[src/rtl/wb_dest_tracker.sv]
// rtl/wb_dest_tracker.sv - destination decode, in-order pending-write FIFO and RAW hazard flags
// Optional feature macro: WB_BYPASS_EN (head entry excluded from hazards while it commits)
module wb_dest_tracker #(
  parameter int ADDR_W = 5,
  parameter int DEPTH  = 4,
  parameter int SP_REG = 29,
  parameter int RA_REG = 31
) (
  input  logic                     clk,
  input  logic                     reset_n,
  input  logic                     issue_valid,
  output logic                     issue_ready,
  input  logic [1:0]               RegWriteMUX,
  input  logic [ADDR_W-1:0]        rt_addr,
  input  logic [ADDR_W-1:0]        rd_addr,
  output logic [ADDR_W-1:0]        issue_dest,
  input  logic                     commit_valid,
  output logic [ADDR_W-1:0]        commit_addr,
  output logic                     commit_we,
  input  logic [ADDR_W-1:0]        src_a,
  input  logic [ADDR_W-1:0]        src_b,
  output logic                     hazard_a,
  output logic                     hazard_b,
  output logic [$clog2(DEPTH):0]   count,
  output logic                     underflow_err
);

  localparam int PTR_W = $clog2(DEPTH);
  localparam int CNT_W = PTR_W + 1;
  localparam logic [CNT_W-1:0] FULL_CNT = CNT_W'(DEPTH);
  localparam logic [PTR_W-1:0] PTR_ONE  = PTR_W'(1);
  localparam logic [CNT_W-1:0] CNT_ONE  = CNT_W'(1);

  logic [ADDR_W-1:0] entry_addr [DEPTH];
  logic [DEPTH-1:0]  entry_valid;
  logic [DEPTH-1:0]  cmp_mask;
  logic [PTR_W-1:0]  head;
  logic [PTR_W-1:0]  tail;
  logic              empty;
  logic              issue_fire;
  logic              commit_fire;

  // Destination register decode from the write-select code
  always_comb begin
    issue_dest = rt_addr;
    case (RegWriteMUX)
      2'b00:   issue_dest = rt_addr;
      2'b01:   issue_dest = ADDR_W'(SP_REG);
      2'b10:   issue_dest = ADDR_W'(RA_REG);
      default: issue_dest = rd_addr;
    endcase
  end

  assign empty       = (count == '0);
  assign issue_ready = (count != FULL_CNT);
  assign issue_fire  = issue_valid && issue_ready;
  assign commit_fire = commit_valid && !empty;

  assign commit_addr = empty ? '0 : entry_addr[head];
  assign commit_we   = !empty && (commit_addr != '0);

  // Compare both sources against every outstanding write; register 0 never hazards
  always_comb begin
    cmp_mask = entry_valid;
`ifdef WB_BYPASS_EN
    if (commit_fire) begin
      cmp_mask[head] = 1'b0;
    end
`endif
    hazard_a = 1'b0;
    hazard_b = 1'b0;
    for (int i = 0; i < DEPTH; i++) begin
      if (cmp_mask[i] && (entry_addr[i] == src_a) && (src_a != '0)) hazard_a = 1'b1;
      if (cmp_mask[i] && (entry_addr[i] == src_b) && (src_b != '0)) hazard_b = 1'b1;
    end
  end

  // Entry storage: write at tail on issue, retire the head on commit
  always_ff @(posedge clk) begin
    if (!reset_n) begin
      entry_valid <= '0;
    end else begin
      if (commit_fire) begin
        entry_valid[head] <= 1'b0;
      end
      if (issue_fire) begin
        entry_valid[tail] <= 1'b1;
        entry_addr[tail]  <= issue_dest;
      end
    end
  end

  // Pointers wrap naturally; count separates full from empty
  always_ff @(posedge clk) begin
    if (!reset_n) begin
      head  <= '0;
      tail  <= '0;
      count <= '0;
    end else begin
      if (issue_fire)  tail <= tail + PTR_ONE;
      if (commit_fire) head <= head + PTR_ONE;
      case ({issue_fire, commit_fire})
        2'b10:   count <= count + CNT_ONE;
        2'b01:   count <= count - CNT_ONE;
        default: count <= count;
      endcase
    end
  end

  // Sticky flag for a commit arriving with nothing pending
  always_ff @(posedge clk) begin
    if (!reset_n) begin
      underflow_err <= 1'b0;
    end else if (commit_valid && empty) begin
      underflow_err <= 1'b1;
    end
  end

endmodule

[config.mk]
export PLATFORM = sky130hd
export DESIGN_NAME = wb_dest_tracker
export DESIGN_NICKNAME = d
export VERILOG_FILES = /design/src/rtl/wb_dest_tracker.sv
export SDC_FILE = /design/constraint.sdc
export NUM_CORES = 1
export LEC_CHECK = 0
export ABC_AREA = 1
export ABC_CLOCK_PERIOD_IN_PS = 1950
export CORE_MARGIN = 2
export CORE_UTILIZATION = 31
export DETAILED_ROUTE_END_ITERATION = 6
export GPL_TIMING_DRIVEN = 0
export PLACE_DENSITY_LB_ADDON = 0.25
export REMOVE_ABC_BUFFERS = 1
export SETUP_SLACK_MARGIN = 0.02
export SLEW_MARGIN = 5
export SYNTH_ARGS = -nofsm -noshare
export SYNTH_HDL_FRONTEND = slang
export SYNTH_SLANG_ARGS = --single-unit
[constraint.sdc]
create_clock -name clk -period 1.95 [get_ports clk]
set_input_delay 0.585 -clock clk [delete_from_list [all_inputs] [get_ports clk]]
set_output_delay 0.585 -clock clk [all_outputs]
set_load 0.03 [all_outputs]
==> metrics <==
Remaining DRCs 0; largest family of logic cells by synthesized area simple AND/OR/NAND/NOR gates; main flop type after synthesis edfxtp_1; critical path endpoint category output pin; row count 31; fin crit share 110.8%; Comb power frac between 50% and 60%; TritonCTS buffer count 5; switching share of power 41.17%; min Tclk post-route approximately 2.2 ns; xor-xnor portion of the synthesized cell area 0%; Yosys reg bits 34; Cells after Synth 352; CTS Root Cell clkbuf_8; Mapped Avg Cell Area 6.619 µm²; Critical path origin entry_addr[1][2]$_DFFE_PP_; Core Area 7253 µm²; Slew HR between 70% and 80%; First-pass DRT Iterations 4; fin cells between 500 and 600; Leak Pwr approximately 1.7 nW; final-report setup violation count 7; vias per cell 4.533; Clk pwr share between 10% and 20%; Die W slightly above 90 µm; Routed WL between 6000 and 7000 µm; Max Clock Freq 462.9 MHz; startpoint type of the worst setup path flop; Iter 0 DRT Violations 128; Syn-to-layout area delta 44.20%; CP required 1.36 ns; FILL cells 741; layout cell share with drive strength beyond 1 29.72%; Max-Cap Viols 0; Max clock buf depth 2; Worst Reg-to-Reg Cells 11; gr usage total 15.40%; Hold Startpoint underflow_err$_SDFFE_PN0P_; IO buf count 43; Detail Route Antenna Nets 0; Hold WS 0.4505 ns; Congestion Overflow GR 0; violated checks setup timing; Hold Crit Class flop to flop; DIE AREA 8225 µm²; Crit Path Category flop to output pin; initial antenna violation count 0; Worst Hold Path Cells 2; Pwr Density about 950 nW/µm²; TNS Setup -0.6515 ns; simple-gate share of the synthesized area 35.39%; Adder-Cell Fraction of Synth Area under 10%; hold endpoint underflow_err$_SDFFE_PN0P_; Tightest Pin Transition 0.4207 ns; num ports 44; Crit Path Max Fanout 2; Multi-input gate area 1426 µm²; RSZ-0062 raised after global routing true; Final Hold Fails 0; first-pass GRT wire length a little over 10000 µm; diode count 0; fin util 46.32%; CTS tree done; via count 2371; Net Sw Power 1.312 mW; reg-to-reg slack, setup 0.17 ns; placed insts around 500; Power Internal 1.875 mW; WL/cell 12.01 µm; status finished, violations left; Worst VDD drop 0.0004488 V; post-synthesis compound-gate area fraction 10.31%; Initial Util 32.12%; mapped cell area 2330 µm²; Post-layout nets 462; post-synthesis mux area share 0%; clk_lat worst skew 0.28 ns; RR Endpoint count[2]$_SDFFE_PN0P_; Arrival @ worst endpoint approximately 1.6 ns; Clock Sinks 34; Yosys warnings 0; GP Congestion 0.9056; clk_skew 0.006008 ns; Max H-tree Level 2; part of the Yosys area used for sequential elements 37.81%; Final WS setup -0.2104 ns; Sequential Area 894.6 µm²; EDFF count, synth 20; largest net degree at the start of global routing 13; Slew Viols, Final 0; sequential share of power between 30% and 40%; vias in the first global route 2242; post-synth cell types 19; chip height 90.69 µm; FFs w/ async S/R, synth 0%; HPWL Detailed about 4800 µm; clk slew on worst S/H paths 0.07 ns; Crit Reg-Reg Startpoint count[2]$_SDFFE_PN0P_
## Yosys cell counts (2+ instances only)
library cell	count	area, µm²
nor3_1	2	10.01
o21ai_0	18	90.09
o211ai_1	4	30.03
a31o_2	4	35.03
nand2_1	139	521.8
inv_1	53	198.9
edfxtp_1	20	600.6
a21oi_1	17	85.08
nor2_1	50	187.7
dfxtp_1	14	280.3
nand3_1	12	60.06
ha_1	12	150.1
## metrics by stage
step | area [µm²] | setup slack (ns) | power (mW)
6_report | 3359 | -0.2104 | 3.187
5_1_grt | 3359 | -0.2933 | 3.436
4_1_cts | 3136 | -0.2000 | 3.000
3_5_place_dp | 2869 | -1.284 | 2.359
3_3_place_gp | 2869 | -1.266 | 2.339
2_1_floorplan | 2315 | -0.3948 | 1.848
## worst max-delay path by stage
stage	to	slack (ns)
floorplan	issue_dest[1]	-0.39
CTS	hazard_b	-0.20
finish	hazard_b	-0.21
detailed placement	issue_dest[1]	-1.28
global route	hazard_b	-0.29
global placement	issue_dest[1]	-1.27
## per-layer routing
layer	global-route usage [%]	routed length [µm]	vias to the layer above
li1	-	-	1250
met2	25.12	2885	71
met1	19.59	2872	1031
met4	7.051	235	0
met3	3.005	289	19
met5	0	0	-
## critical path, cell delays in order, from the launching register on
cell and delay [ns]:
edfxtp_1 0.44, buf_4 0.18, nand2_1 0.06, nand2_1 0.06, nor2_1 0.09, nand3_1 0.07
nand2_1 0.07, nor2_1 0.04, nor2_1 0.11, buf_4 0.18
## flip-flops by register name (all words and copies together) (netlist names), named ones only
register and cells:
tail 2, head 2, entry_addr 20, underflow_err 1
count 3, cmp_mask 4
## final cells by class
class | count | share of cell area, %
Timing Repair Buffer | 66 | 18.03
Inverter | 53 | 6.518
Multi-Input combinational cell | 263 | 42.46
Sequential cell | 34 | 26.63
Clock buffer | 8 | 2.682
Tap cell | 99 | 3.687
## cell families (layout without fill, tap and decap cells)
logic type | after synthesis | after routing
AO/OA/AOI/OAI | 43 | 43
adder cells (fa/ha/maj) | 13 | 13
buffers and inverters | 55 | 127
flip-flops | 34 | 34
AND/OR/NAND/NOR | 207 | 207
## power by group through the flow
stage / sequential [mW] / combinational (mW) / clock [mW]
final: 1.01 / 1.65 / 0.521
after global routing: 1.03 / 1.84 / 0.567
after CTS: 0.989 / 1.47 / 0.542
after detailed placement: 1.00 / 1.36 / 0
after global placement: 1.00 / 1.34 / 0
after floorplan: 1.02 / 0.825 / 0
## cells in the final DEF, fill, tap and decap left out, types with 7 or more instances in the layout
master and n:
buf_4 19, edfxtp_1 20, inv_1 26, dlymetal6s2s_1 7, o21ai_0 8, dfxtp_1 9, a21oi_1 10, buf_6 17
nand2_2 7, nand3_1 12, ha_1 8, nand2_1 130, inv_2 20, nor2_1 42, buf_2 10
## repair_timing
item | CTS | global route
setup buffers | 15 | 8
hold buffers | 0 | 0
pin swaps | 16 | 28
endpoints found under the setup margin | 41 | 38
gates resized for setup | 190 | 70
hold endpoints to repair | 0 | 0
No activity file was read; power rests on OpenSTA's default activity.
==> RTL change (config.mk and constraints unchanged) <==
Change the parameter `ADDR_W` from 5 to 3.
--- a/src/rtl/wb_dest_tracker.sv
+++ b/src/rtl/wb_dest_tracker.sv
@@ -3,3 +3,3 @@
 module wb_dest_tracker #(
-  parameter int ADDR_W = 5,
+  parameter int ADDR_W = 3,
   parameter int DEPTH  = 4,
Ports: changed (6 resized); port bits go from 44 to 32. No check against the original RTL was run, so the function may have changed too.
==> RTL change against the unedited design <==
First-iteration DRC count is 57% lower; sequential power is 23% lower; sequential cell count is 8 lower; die area is 25% lower; non-clock buffer count is 26 lower; worst hold slack better by 26 ps; clock power is 16% lower; setup slack better by 140 ps; total power is 26% lower; area after synthesis is 26% lower; the run still ends with setup timing left; routed wire length is 37% lower; final area is 31% lower.
==> RTL change: results (changes against the unedited design) <==
| Metric | Value |
|---|---|
| Clock transition at the register clock pins on the worst setup and hold paths after CTS | `90 ps (was 70 ps)` |
| Violation count after the first detailed-route iteration | `55 (was 128)` |
| Final std cells w/o fill | `370 (was 523)` |
| Global-route wire length before repair | `6580 um (was 10200 um)` |
| Buffer share of cell area | `15.8% (was 18.0%)` |
| Depth of the worst register-to-register path | `12 (was 11)` |
| Multi-input gates | `187 (was 263)` |
| Layout clock area frac | `3.08% (was 2.68%)` |
| Failing checks | `setup timing (unchanged)` |
| IO buf count | `31 (was 43)` |
| Seq. cell area | `648 um^2 (was 895 um^2)` |
| Plain + repair buffers | `40 (was 66)` |
| H-tree depth | `1 (was 2)` |
| Layout fillers | `579 (was 741)` |
| Clock skew | `2.84 ps (was 6.01 ps)` |
| Setup TNS Final | `-203 ps (was -652 ps)` |
| Area after DPL | `0.00211 mm^2 (was 0.00287 mm^2)` |
| DP Cell Count | `357 (was 492)` |
| Worst-Margin Slew | `447 ps (was 421 ps)` |
| Outcome | `finished, violations left (unchanged)` |
| Number of setup violations in the final report | `4 (was 7)` |
| Proportion of synthesized chip area in sequential cells | `37.2% (was 37.8%)` |
| Via count | `1604 (was 2371)` |
| Global-route met2 utilization | `22.9% (was 25.1%)` |
| Fraction of the mapped netlist area in compound gates | `10.7% (was 10.3%)` |
| Fin worst setup slack | `-66.8 ps (was -210 ps)` |
| Total of flip-flops plus latches after synthesis | `26 (was 34)` |
| Fraction of area in multi-input gates | `42.2% (was 42.5%)` |
| LEAKAGE | `0.00114 uW (was 0.00166 uW)` |
| Number of cells on the worst hold path | `1 (was 2)` |
| Clock network latency to the later pin of the worst-skew pair | `260 ps (was 280 ps)` |
| Largest net degree at the start of global routing | `16 (was 13)` |
## RTL change: cell count changes after synthesis, moves of 7 or more
| cell | change |
|---|---|
| sky130_fd_sc_hd__edfxtp_1 | -8 |
| sky130_fd_sc_hd__nand2_1 | -52 |
| sky130_fd_sc_hd__nor2_1 | -11 |
| sky130_fd_sc_hd__inv_1 | -17 |
| sky130_fd_sc_hd__nand3_1 | -7 |
## RTL change: metrics by stage
stage / total power, uW / utilization [%]
floorplan: 1470 / -
global route: 2530 / 42.5
global placement: 1860 / 38.8
detailed placement: 1870 / 38.8
CTS: 2300 / 40.7
finish: 2360 / 42.5
## RTL change: how the worst max path moves through the flow
stage                          to  cells after the start  slack [ps]             start
global route             hazard_b                      8        -150  entry_addr[1][2]
detailed placement  issue_dest[2]                      6       -1350    RegWriteMUX[1]
finish                   hazard_a                      8         -70  entry_addr[0][0]
CTS                      hazard_a                      9        -110  entry_addr[3][0]
floorplan           issue_dest[0]                      4        -410    RegWriteMUX[0]
global placement    issue_dest[0]                      6       -1330    RegWriteMUX[1]
## RTL change: layer usage
metal / wire length [um] / part of all wire (%) / vias to the layer above
li1: - / - / 886
met1: 1910 / 48 / 693
met2: 1910 / 48 / 21
met3: 110 / 2.8 / 4
met4: 27 / 0.68 / 0
met5: 0 / 0 / -
## RTL change: power breakdown
part | switching [uW] | leakage (uW) | internal, uW
combinational | 704 | 0.000880 | 444
sequential | 93.1 | 0.000226 | 682
clock | 161 | 0.0000357 | 274
## RTL change: what timing repair did
item	4_1_cts	5_1_grt
buffers inserted	5	4
endpoints found under the hold margin	0	0
pin swaps	9	13
endpoints found under the setup margin	12	23
resized for setup	117	35
